[src/rtl/uart_pkg.sv]
`timescale 1ns/1ps
`default_nettype none
// ============================================================================
// Module  : uart_pkg
// Purpose : Shared UART frame constants, FSM state type and frame builder.
// Revision: 1.0
// ============================================================================
package uart_pkg;

    localparam int   FRAME_W   = 11;
    localparam logic START_BIT = 1'b0;
    localparam logic STOP_BIT  = 1'b1;

    typedef enum logic [1:0] {
        IDLE = 2'd0,
        LOAD = 2'd1,
        SEND = 2'd2
    } state_t;

    // Frame as shifted out LSB first: start, data[0..7], parity, stop.
    function automatic logic [FRAME_W-1:0] build_frame(input logic [7:0] data,
                                                        input logic       parity_odd);
        return {STOP_BIT, (^data) ^ parity_odd, data, START_BIT};
    endfunction

endpackage
`default_nettype wire

[src/rtl/uart_baud_gen.sv]
`timescale 1ns/1ps
`default_nettype none
// ============================================================================
// Module  : uart_baud_gen
// Purpose : Free-running divide-by-DIV tick generator with synchronous clear.
// Revision: 1.0
// ============================================================================
module uart_baud_gen #(
    parameter int DIV = 5208
) (
    input  logic clk,
    input  logic reset_n,
    input  logic clear,
    input  logic run,
    output logic tick
);

    localparam int              CNT_W = (DIV > 1) ? $clog2(DIV) : 1;
    localparam logic [CNT_W-1:0] LAST = CNT_W'(DIV - 1);

    logic [CNT_W-1:0] r_count;

    assign tick = run && (r_count == LAST);

    // Counter sits at zero whenever it is not running, so the first tick
    // after a start lands exactly DIV cycles later.
    always_ff @(posedge clk) begin
        if (!reset_n || clear || !run) begin
            r_count <= '0;
        end else if (tick) begin
            r_count <= '0;
        end else begin
            r_count <= r_count + 1'b1;
        end
    end

endmodule
`default_nettype wire

[src/rtl/uart_tx_ctrl.sv]
`timescale 1ns/1ps
`default_nettype none
// ============================================================================
// Module  : uart_tx_ctrl
// Purpose : UART transmit controller: byte handshake, frame load strobe and
//           bit-period shift ticks for an external 11-bit TxD shift register.
// Revision: 1.0
// ============================================================================
module uart_tx_ctrl
    import uart_pkg::*;
#(
    parameter int CLK_HZ     = 50_000_000,
    parameter int BAUD       = 9600,
    parameter bit PARITY_ODD = 1'b0
) (
    input  logic               clk_50M,
    input  logic               reset_n,
    input  logic [7:0]         tx_data,
    input  logic               tx_valid,
    output logic               tx_ready,
    output logic [FRAME_W-1:0] load,
    output logic               load_en,
    output logic               enable,
    output logic               busy,
    output logic               tx_done
);

    localparam int         DIV      = CLK_HZ / BAUD;
    localparam logic [3:0] LAST_BIT = 4'(FRAME_W - 1);

    state_t             r_state;
    state_t             w_state_nxt;
    logic [3:0]         r_bit_cnt;
    logic [FRAME_W-1:0] r_load;
    logic               w_accept;
    logic               w_tick;

    uart_baud_gen #(
        .DIV (DIV)
    ) u_baud_gen (
        .clk     (clk_50M),
        .reset_n (reset_n),
        .clear   (load_en),
        .run     (r_state == SEND),
        .tick    (w_tick)
    );

    always_ff @(posedge clk_50M) begin
        if (!reset_n) begin
            r_state <= IDLE;
        end else begin
            r_state <= w_state_nxt;
        end
    end

    // Bit counter counts completed bit periods; it stops at FRAME_W.
    always_ff @(posedge clk_50M) begin
        if (!reset_n) begin
            r_bit_cnt <= '0;
            r_load    <= '0;
        end else begin
            if (w_accept) begin
                r_bit_cnt <= '0;
                r_load    <= build_frame(tx_data, PARITY_ODD);
            end else if (enable && (r_bit_cnt != 4'(FRAME_W))) begin
                r_bit_cnt <= r_bit_cnt + 1'b1;
            end
        end
    end

    assign load = r_load;

    always_comb begin
        w_state_nxt = r_state;
        w_accept    = 1'b0;
        tx_ready    = 1'b0;
        load_en     = 1'b0;
        enable      = 1'b0;
        busy        = 1'b0;
        tx_done     = 1'b0;
        case (r_state)
            IDLE: begin
                tx_ready = 1'b1;
                if (tx_valid) begin
                    w_accept    = 1'b1;
                    w_state_nxt = LOAD;
                end
            end
            LOAD: begin
                load_en     = 1'b1;
                busy        = 1'b1;
                w_state_nxt = SEND;
            end
            SEND: begin
                busy   = 1'b1;
                enable = w_tick;
                if (w_tick && (r_bit_cnt == LAST_BIT)) begin
                    tx_done     = 1'b1;
                    w_state_nxt = IDLE;
                end
            end
            default: w_state_nxt = IDLE;
        endcase
    end

endmodule
`default_nettype wire

[config.mk]
export PLATFORM = sky130hd
export DESIGN_NAME = uart_tx_ctrl
export DESIGN_NICKNAME = d
export VERILOG_FILES = /design/src/rtl/uart_pkg.sv /design/src/rtl/uart_baud_gen.sv /design/src/rtl/uart_tx_ctrl.sv
export SDC_FILE = /design/constraint.sdc
export NUM_CORES = 1
export LEC_CHECK = 0
export CORE_ASPECT_RATIO = 1.5
export CORE_MARGIN = 8
export CORE_UTILIZATION = 35
export CTS_CLUSTER_SIZE = 30
export DETAILED_ROUTE_END_ITERATION = 12
export GPL_TIMING_DRIVEN = 0
export PLACE_DENSITY = 0.69
export SYNTH_ARGS = -nofsm -noshare
export SYNTH_HDL_FRONTEND = slang
export SYNTH_SLANG_ARGS = --single-unit
[constraint.sdc]
create_clock -name clk_50M -period 2.95 [get_ports clk_50M]
set_input_delay 0.59 -clock clk_50M [delete_from_list [all_inputs] [get_ports clk_50M]]
set_output_delay 0.59 -clock clk_50M [all_outputs]
set_load 0.02 [all_outputs]
==> results.json <==
{
  "status": "finished, final reports clean",
  "ant_nets": 0,
  "fin_crit_sh_pct": 95.0,
  "ys.warnings.count": 0,
  "finalMaxSlewViolations": 0,
  "synthArstFlopShare_pct": 0,
  "synth_flop_cell": "dfxtp_1",
  "endpoint_kind": "primary output",
  "drc": 0,
  "first_iter_violations": 10,
  "cellLeakagePower_nw": 0.662,
  "syn_inst": 157,
  "pwr-share-clk_pct": 34.9,
  "crit_chain": "ha_2 > and4b_2 > nand4_4 > and2b_2 > clkdlybuf4s50_1",
  "hold_class": "flip-flop to flip-flop",
  "netlist-cell-type-count": 33,
  "diodes": 0,
  "period_needed_ns": 2.80,
  "layout_commonest_cell": "dfxtp_1",
  "slowest_delay_ns": 0.59,
  "path_max_fanout": 10,
  "clock_latency_ns": 0.28,
  "antenna_found_initial": 0,
  "viasPerCell": 4.86,
  "synth.top_cell.area_share_pct": 42.3,
  "p_sw_mw": 0.237,
  "core-area_sq_um": 3850,
  "layout.cells.non_filler": 235,
  "clock_skew_ns": 0.00369,
  "start_kind": "flip-flop",
  "path_delay_family": "simple AND/OR/NAND/NOR gates",
  "p_per_area_nw_per_um2": 499,
  "synth_fp_nets": 174,
  "irDropWorstVdd_v": 0.000321,
  "place_area_sq_um": 1680,
  "wl_per_cell_um": 12.5,
  "rsz0062_at_grt": "false",
  "internal_power_mw": 0.645,
  "clock-root-buffer": "clkbuf_8",
  "setup_viol": 0,
  "drv_cap": 0,
  "synth.avg_cell_area_sq_um": 8.75,
  "pwr-share-comb_pct": 17.9,
  "port_buffers": 25,
  "dp_cells": 227,
  "first_global_vias": 1224,
  "clock.fmax_mhz": 357,
  "ys_seq_elements": 29,
  "synthTopCellsByArea": "dfxtp_1, xnor2_1, xor2_1",
  "hold_viol": 0,
  "numCtsBuffers": 5,
  "grtUsageTotal_pct": 10.6,
  "cts_htree_levels": 2,
  "sw_frac_of_total_pct": 26.8,
  "clk_pin_slew_ns": 0.06,
  "slowest_stage": "clkdlybuf4s50_1",
  "hpwl_um": 2300,
  "yosysSeqAreaShare_pct": 42.3,
  "layout-drive-gt1-share_pct": 9.47,
  "wirelength_um": 2940,
  "grt_first_pass_wirelength_um": 5180,
  "setup_tns_ns": 0,
  "fin_area_sq_um": 1770,
  "vias": 1143,
  "utilization_pct": 45.8,
  "clock_sinks": 29,
  "ioPinCount": 27,
  "critPathBufInv": 1,
  "firstDrtPassIters": 4,
  "path_class": "flip-flop to primary output",
  "cts_tree": "built",
  "pwr-share-seq_pct": 47.2,
  "place_congestion": 0.789,
  "nFillCells": 392,
  "synth_largest_area_cell": "dfxtp_1",
  "nets": 206,
  "synth_edf_count": 0,
  "dieArea_sq_um": 6230,
  "die_y_um": 92.7,
  "rows": 28,
  "netlist_area_sq_um": 1370,
  "critical_path_required_ns": 2.36,
  "grt_overflow": 0,
  "grt_max_degree": 11,
  "cts_buffer_depth": 2,
  "dieWidth_um": 67.2,
  "start_util_pct": 35.6,
  "worstPathArrival_ns": 2.21,
  "final_cell_mix": "dfxtp_1, clkdlybuf4s50_1, nand2_1",
  "area_growth_pct": 28.6
}
==> stage by stage <==
step | total power, mW | worst slack (ns) | hold slack, ns
6_report | 0.882 | 0.147 | 0.449
5_1_grt | 0.930 | 0.0308 | 0.481
4_1_cts | 0.895 | 0.0342 | 0.451
3_5_place_dp | 0.584 | 0.342 | 0.438
3_3_place_gp | 0.583 | 0.383 | 0.422
2_1_floorplan | 0.515 | 1.06 | 0.413
==> kinds of logic (layout without fill, tap and decap cells) <==
family,count (synthesis),count (layout),share of synthesized area (%)
XOR/XNOR,18,18,11.5
AO/OA/AOI/OAI,23,23,9.20
buffers and inverters,16,49,4.83
flip-flops,29,29,42.3
other,1,1,0.273
AND/OR/NAND/NOR,64,64,26.5
adder cells (fa/ha/maj),6,6,5.46
==> sequential cells by signal (all words and copies together), names as in the netlist <==
register            flops
u_baud_gen.r_count     13
load                   10
r_bit_cnt               4
r_state                 2
==> worst paths after layout <==
check | from | depth (start not counted) | to | slack (ns)
setup / recovery | u_baud_gen.r_count[0] | 5 | tx_done | 0.15
hold / removal | u_baud_gen.r_count[0] | 1 | u_baud_gen.r_count[0] | 0.45
setup reg to reg | u_baud_gen.r_count[0] | 5 | r_bit_cnt[2] | 1.22
hold reg to reg | u_baud_gen.r_count[0] | 1 | u_baud_gen.r_count[0] | 0.45
==> routing by layer <==
layer	up-vias	global-route usage, %	share of wire (%)
met3	5	6.41	9.3
met5	-	0	0
li1	590	-	-
met1	518	9.31	38
met2	30	18.3	51
met4	0	5.43	1.6
==> power groups by stage <==
stage / combinational [mW] / sequential [mW] / clock, mW
finish: 0.158 / 0.416 / 0.308
global placement: 0.159 / 0.424 / 0
CTS: 0.161 / 0.416 / 0.318
detailed placement: 0.160 / 0.424 / 0
floorplan: 0.0760 / 0.439 / 0
global route: 0.174 / 0.418 / 0.338
==> cell type report <==
type / count / area [sq um] / share of cell area (%)
sequential: 29 / 581 / 32.9
buffer: 7 / 32.5 / 1.84
tap: 45 / 56.3 / 3.19
clock inverter: 2 / 10.0 / 0.567
clock buffer: 6 / 72.6 / 4.11
timing repair buffer: 25 / 250 / 14.2
multi-input combinational: 112 / 731 / 41.4
inverter: 9 / 33.8 / 1.91
==> Yosys cell counts (all sizes together) (3+ instances only) <==
cell	count
ha	6
xnor2	9
nand4	6
dfxtp	29
inv	9
buf	3
nand3	6
nand2	19
a21oi	15
nor2	15
or3	3
and3	4
clkbuf	4
o21ai	5
xor2	9
==> what timing repair did <==
action,in CTS,in global routing
hold buffers,0,0
endpoints found under the setup margin,0,1
gates resized for setup,0,2
buffers inserted,0,0
No activity file was read; power rests on OpenSTA's default activity.
